<file path="config.mk">
export PLATFORM = sky130hd
export DESIGN_NAME = disp_arbiter
export DESIGN_NICKNAME = d
export VERILOG_FILES = /design/src/rtl/disp_arbiter.sv
export SDC_FILE = /design/constraint.sdc
export NUM_CORES = 1
export LEC_CHECK = 0
export ABC_AREA = 0
export CAP_MARGIN = 20
export CORE_MARGIN = 2
export CORE_UTILIZATION = 53
export DETAILED_ROUTE_END_ITERATION = 10
export PLACE_DENSITY_LB_ADDON = 0.15
export SLEW_MARGIN = 20
export SYNTH_ARGS = -nofsm -noshare
export SYNTH_HDL_FRONTEND = slang
export SYNTH_SLANG_ARGS = --single-unit
export TNS_END_PERCENT = 5
</file>
<file path="constraint.sdc">
create_clock -name clk -period 5.2 [get_ports clk]
set_clock_uncertainty 0.1 [all_clocks]
set_input_delay 1.04 -clock clk [delete_from_list [all_inputs] [get_ports clk]]
set_output_delay 1.04 -clock clk [all_outputs]
set_load 0.03 [all_outputs]
</file>
<file path="src/rtl/disp_arbiter.sv">
// Round-robin arbiter that gives one of three sources the hex display.
// A winner keeps the display for at least HOLD_CYC cycles and is then re-arbitrated.
module disp_arbiter #(
    parameter int HOLD_CYC = 50000000
) (
    input  logic        clk,
    input  logic        reset,
    input  logic [2:0]  req,
    input  logic [15:0] din0,
    input  logic [15:0] din1,
    input  logic [15:0] din2,
    output logic [15:0] q_a,
    output logic [2:0]  gnt,
    output logic [1:0]  src,
    output logic        busy
);

    localparam int CW = (HOLD_CYC > 1) ? $clog2(HOLD_CYC) : 1;
    localparam logic [CW-1:0] CNT_LAST = CW'(HOLD_CYC - 1);

    typedef enum logic {IDLE, OWN} state_t;

    state_t        state_q, state_d;
    logic [CW-1:0] cnt_q, cnt_d;
    logic [1:0]    last_q, last_d;
    logic [1:0]    src_q, src_d;
    logic [2:0]    gnt_q, gnt_d;
    logic [15:0]   qa_q, qa_d;

    logic [1:0]    cand1, cand2, arbWin;
    logic          arbValid, doGrant;

    function automatic logic [1:0] nextIdx(input logic [1:0] k);
        return (k == 2'd2) ? 2'd0 : k + 2'd1;
    endfunction

    function automatic logic [2:0] oneHot(input logic [1:0] k);
        logic [2:0] r;
        r = 3'b000;
        case (k)
            2'd0:    r = 3'b001;
            2'd1:    r = 3'b010;
            2'd2:    r = 3'b100;
            default: r = 3'b000;
        endcase
        return r;
    endfunction

    function automatic logic [15:0] dinSel(input logic [1:0] k, input logic [15:0] d0,
                                           input logic [15:0] d1, input logic [15:0] d2);
        logic [15:0] r;
        r = 16'h0000;
        case (k)
            2'd0:    r = d0;
            2'd1:    r = d1;
            2'd2:    r = d2;
            default: r = 16'h0000;
        endcase
        return r;
    endfunction

    // Search order starts just after the last winner, so the previous owner ranks last.
    always_comb begin
        cand1    = nextIdx(last_q);
        cand2    = nextIdx(cand1);
        arbValid = |req;
        arbWin   = last_q;
        if (req[cand1]) begin
            arbWin = cand1;
        end else if (req[cand2]) begin
            arbWin = cand2;
        end
    end

    always_comb begin
        state_d = state_q;
        cnt_d   = cnt_q;
        last_d  = last_q;
        src_d   = src_q;
        gnt_d   = gnt_q;
        qa_d    = qa_q;
        doGrant = 1'b0;

        case (state_q)
            IDLE: begin
                if (arbValid) begin
                    doGrant = 1'b1;
                end
            end
            OWN: begin
                if (cnt_q == CNT_LAST) begin
                    if (arbValid) begin
                        doGrant = 1'b1;
                    end else begin
                        state_d = IDLE;
                        cnt_d   = '0;
                        src_d   = 2'b11;
                        gnt_d   = 3'b000;
                    end
                end else begin
                    // An owner that drops its request keeps the slot but loses the grant.
                    cnt_d = cnt_q + 1'b1;
                    if (req[src_q]) begin
                        gnt_d = oneHot(src_q);
                        qa_d  = dinSel(src_q, din0, din1, din2);
                    end else begin
                        gnt_d = 3'b000;
                    end
                end
            end
            default: begin
                state_d = IDLE;
            end
        endcase

        if (doGrant) begin
            state_d = OWN;
            cnt_d   = '0;
            last_d  = arbWin;
            src_d   = arbWin;
            gnt_d   = oneHot(arbWin);
            qa_d    = dinSel(arbWin, din0, din1, din2);
        end
    end

    always_ff @(posedge clk) begin
        if (reset) begin
            state_q <= IDLE;
            cnt_q   <= '0;
            last_q  <= 2'd2;
            src_q   <= 2'b11;
            gnt_q   <= 3'b000;
            qa_q    <= 16'h0000;
        end else begin
            state_q <= state_d;
            cnt_q   <= cnt_d;
            last_q  <= last_d;
            src_q   <= src_d;
            gnt_q   <= gnt_d;
            qa_q    <= qa_d;
        end
    end

    assign q_a  = qa_q;
    assign gnt  = gnt_q;
    assign src  = src_q;
    assign busy = (state_q == OWN);

endmodule

</file>
[Word-level counts from Yosys, hierarchy flattened]
Cells that the tools add are included.
Cells by class
  $add $sub $neg: 3
  $lt $le $gt $ge: 3
  equality and inequality tests: 11
  multiplexer cells: 35
  bitwise gates (word level): 1
  reductions and logical operators: 11
Operators by type and width (count)
  16-bit one-hot mux with 3 select lines: 2
  16-bit 2-to-1 mux: 4
  26-bit 2-to-1 mux: 2
  26-bit by 1-bit adder with 26-bit output, second input constant: 1
  26-bit equality test, second input constant: 1
  3-bit one-hot mux with 3 select lines: 2
  2-bit 2-to-1 mux: 8
  3-bit 2-to-1 mux: 5
  2-bit by 3-bit less-than comparator with 1-bit output, second input constant: 3
  2-bit equality test, second input constant: 4
  1-bit 2-to-1 mux: 8
  1-bit binary-select mux with 2-bit select: 3
  3-bit AND reduction: 2
  2-bit nonzero test: 3
  2-bit by 1-bit adder with 2-bit output, second input constant: 2
  2-bit by 1-bit equality test with 1-bit output, second input constant: 2
  2-bit zero test: 2
  2-bit != test, second input constant: 2
  2-bit AND reduction: 2
  3-bit != test, second input constant: 1
  3-bit OR reduction: 1
  2-bit by 1-bit != test with 1-bit output, second input constant: 1
  1-bit one-hot mux with 2 select lines: 1
  2-bit OR reduction: 1
  1-bit NOT: 1
Storage, ports and cells
  flip-flop bits (word level): 50
  input port bits: 53
  output and inout port bits: 22
  word-level logic and storage cells: 70

[Longest topological paths before layout]
  depth after elaboration: 11
  depth in mapped cells: 9
  mapped depth without buffers: 7

[Worst setup path after synthesis]
Ideal clock, no wire load.
  path kind: input port to flip-flop
  from: input port req[2]
  to: register qa_q[8], in the netlist q_a[8]
  library setup time: 0.117 ns
  data arrival time: 2.438 ns
  data required time: 4.983 ns
  slack: 2.545 ns
  stages on the path: 8
  buffers on the path: 2
  cells stage by stage: nor2b_1 or2_1 a221o_1 buf_4 buf_6 mux2i_1 o211ai_1 a32o_1
On the way
  longest elaborated chain between the ends: 7
  elaborated cells between the ends (all ways): 21
  classes of those cells: 3 x eq/ne; 13 x mux; 5 x reduce/logical
RTL lines
  start: declaration: line 8  | input logic [2:0] req,
  1-bit binary-select mux with 2-bit select: line 70  | end else if (req[cand2]) begin
  1-bit 2-to-1 mux (implied by the code): line 70
  2-bit 2-to-1 mux: line 70
  2-bit 2-to-1 mux: line 68  | if (req[cand1]) begin
  2-bit equality test (tied with other cells): line 53  | case (k)
  16-bit one-hot mux with 3 select lines: line 53
  16-bit 2-to-1 mux: line 116  | if (doGrant) begin
  end signal: assignment: line 140  | qa_q <= qa_d;
  end: declaration: line 28  | logic [15:0] qa_q, qa_d;
Several ways; a longest one is shown, not always the timed one. The select of a mux whose other input is x is not followed.
A chain may end at the register's enable or synchronous reset.

[Final worst setup path]
  from: input port req[2]
  to: register qa_q[10], in the netlist q_a[10]
The elaborated chain is that of the path after synthesis.

==> reports/qor.yml <==
drt:
  routed_wl_um: 7790
  vias_per_cell: 5.84
  drt_iter0_markers: 190
  drt_pass1_iterations: 4
  ant_nets: 0
  drc_errors: 0
  wl_per_cell_um: 15.8
  dr_total_vias: 2880
logic_synthesis:
  syn_inst: 356
  ys_warn_count: 0
  synthTopCellsByArea: "dfxtp_1 (33%), mux2i_1 (11%), o211ai_1 (8.0%), nand2_1 (6.9%), nor2_1 (5.8%)"
  yosys.area.top_type: "dfxtp_1"
  postSynth.asyncResetShare_pct: 0
  yosysSeqAreaShare_pct: 33.4
  ys_types: 49
  synth_edf_count: 0
  synth_area_um2: 2990
  yosys.area.top_type_share_pct: 33.4
  yosys_register_bits: 50
  netlist_top_cells_count: "nand2_1 (55), dfxtp_1 (50), nor2_1 (46)"
  synth_ff_type: "dfxtp_1"
  syn_nets: 410
  syn_area_per_cell_um2: 8.41
  yosysMostFrequentCell: "nand2_1"
power:
  p_int_uw: 631
  leakage_uw: 0.00139
  seqPwrFrac_pct: 45.7
  comb_power_share_pct: 27.2
  p_switching_uw: 287
  powerDensity_nw_per_um2: 239
  switching_share_pct: 31.3
  clock_power_share_pct: 27.1
  ir_worst_vdd_mv: 0.199
critical_path:
  crit_type: "input pin to register"
  cp.arrival_ns: 3.47
  cp.required_ns: 5.31
  worst_r2r_path_depth: 6
  start_kind: "input pin"
  worstSetupEndpointType: "register"
  reg2reg_from: "cnt_q[17]"
  crit_start: "req[2]"
  critPathMaxFanout: 18
placed_design:
  place_congestion: 0.818
  dpl.hpwl_um: 5380
  io_buffers: 74
clock_tree:
  clk_path_buf_depth: 2
  cts_repair_resize_count: 0
  clock_latency_ns: 0.31
  cts_buffers: 5
  post-cts-setup-buffer-count: 0
  ctsHoldBuffers: 0
  cts_tree: "built"
  cts_sinks: 50
  clockRootBuffer: "clkbuf_8"
  clkTransAtPathRegs_ns: 0.10
  h-tree-depth: 2
global_routing:
  antenna_found_initial: 0
  grt_max_degree: 28
  grt_pass1_vias: 2866
  overflow: 0
  grt_pass1_wl_um: 13000
  track_usage_pct: 25.8
timing:
  rsz0062_at_grt: "false"
  final.period_utilization_pct: 64.6
  fin_crit_ns: 3.36
  holdWs_ns: 0.366
  slew_headroom_pct: 25.5
  setup_violations: 0
  tightestPinTransition_ns: 1.12
  fin_tns_setup_ns: 0
  hold_viol: 0
  drv_slew: 0
  clock.fmax_ghz: 0.298
die:
  coreArea_um2: 5470
  fp.dieW_um: 79.2
  start_util_pct: 54.7
  ios: 75
  rows: 27
  die_h_um: 79.2
  dieArea_um2: 6270
cells_and_area:
  antenna-diode-count: 0
  fin_nets: 474
  syn_to_final_growth_pct: 28.2
  layout-drive-gt1-share_pct: 4.75
  final_util_pct: 70.2
run:
  maxCapViolCount: 0
hold_path:
  min_from: "gnt[0]"
  hold_class: "register to register"
  hold-path-cell-count: 2
run_status:
  outcome: "complete, no violations"
## metal layers
layer  wire length [um]  GRT usage [%]  vias up
met1               3350           29.6     1387
met5                  0              0        -
li1                   -              -     1414
met4                 79           8.28        0
met2               3970           47.2       72
met3                388           5.68        7
## power by group through the flow
stage	sequential (uW)	clock [uW]	combinational [uW]
floorplan	455	0	119
global placement	428	0	245
detailed placement	428	0	249
CTS	419	251	250
global route	422	265	269
finish	420	249	250
## state kept, by name, indices dropped and copies added, names as in the netlist
signal / flops
busy: 1
gnt: 3
q_a: 16
cnt_q: 26
last_q: 2
src: 2
## per-stage QoR
step	std cells	setup slack (ns)	power, uW	cell area (um2)
after detailed placement	485	1.55	677	3740
after global routing	493	1.67	956	3840
final	493	1.84	918	3840
after floorplan	356	2.54	574	2990
after global placement	485	1.59	673	3740
after CTS	493	1.88	920	3840
## worst max-delay path, cell delays in order
cell and delay (ns):
clkdlybuf4s50_1 0.55, nor2b_1 0.18, or2_1 0.13, a221o_1 0.89, mux2i_1 0.28, o211ai_1 0.10, a32o_1 0.28
## path summary, 6_finish.rpt
path | slack [ns] | endpoint
worst min-delay path | 0.37 | gnt[0]
worst max-delay path | 1.84 | q_a[10]
worst min register to register | 0.37 | gnt[0]
worst max register to register | 2.43 | q_a[15]
## cell usage in the layout (no fill, tap or decap), types with 2 or more instances in the layout
cell type / count
a22oi_1: 2
a21oi_1: 4
nor2_1: 46
clkdlybuf4s50_1: 74
nand4b_1: 2
xor2_1: 9
nand3_1: 9
xnor2_1: 15
o211ai_1: 32
and4b_1: 2
inv_1: 6
nand2b_1: 2
clkbuf_8: 6
or2_2: 2
buf_4: 4
and4_1: 2
dfxtp_1: 50
nand4bb_1: 2
nor4_1: 4
nor3_1: 8
or2_1: 2
nor3b_1: 2
mux2i_1: 34
o21ai_0: 4
nand4_1: 4
a32o_1: 16
nand2_1: 55
nor2b_1: 2
## cells by family (layout without fill, tap and decap cells)
family | count (synthesis) | count (layout) | share of synthesized area (%)
AND/OR/NAND/NOR | 153 | 153 | 24.9
AO/OA/AOI/OAI | 66 | 66 | 18.0
flip-flops | 50 | 50 | 33.4
multiplexers | 35 | 35 | 11.7
buffers and inverters | 27 | 92 | 4.55
XOR/XNOR | 24 | 24 | 7.02
adder cells (fa/ha/maj) | 1 | 1 | 0.418
## final cells by class
| class | instances | area (um2) |
|---|---|---|
| fill | 465 | 1630 |
| timing repair buffer | 78 | 771 |
| clock buffer | 6 | 82.6 |
| clock inverter | 2 | 16.3 |
| multi-input combinational | 279 | 1860 |
| tap | 72 | 90.1 |
| sequential | 50 | 1000 |
| inverter | 6 | 22.5 |
(Power assumes the default switching activity.)
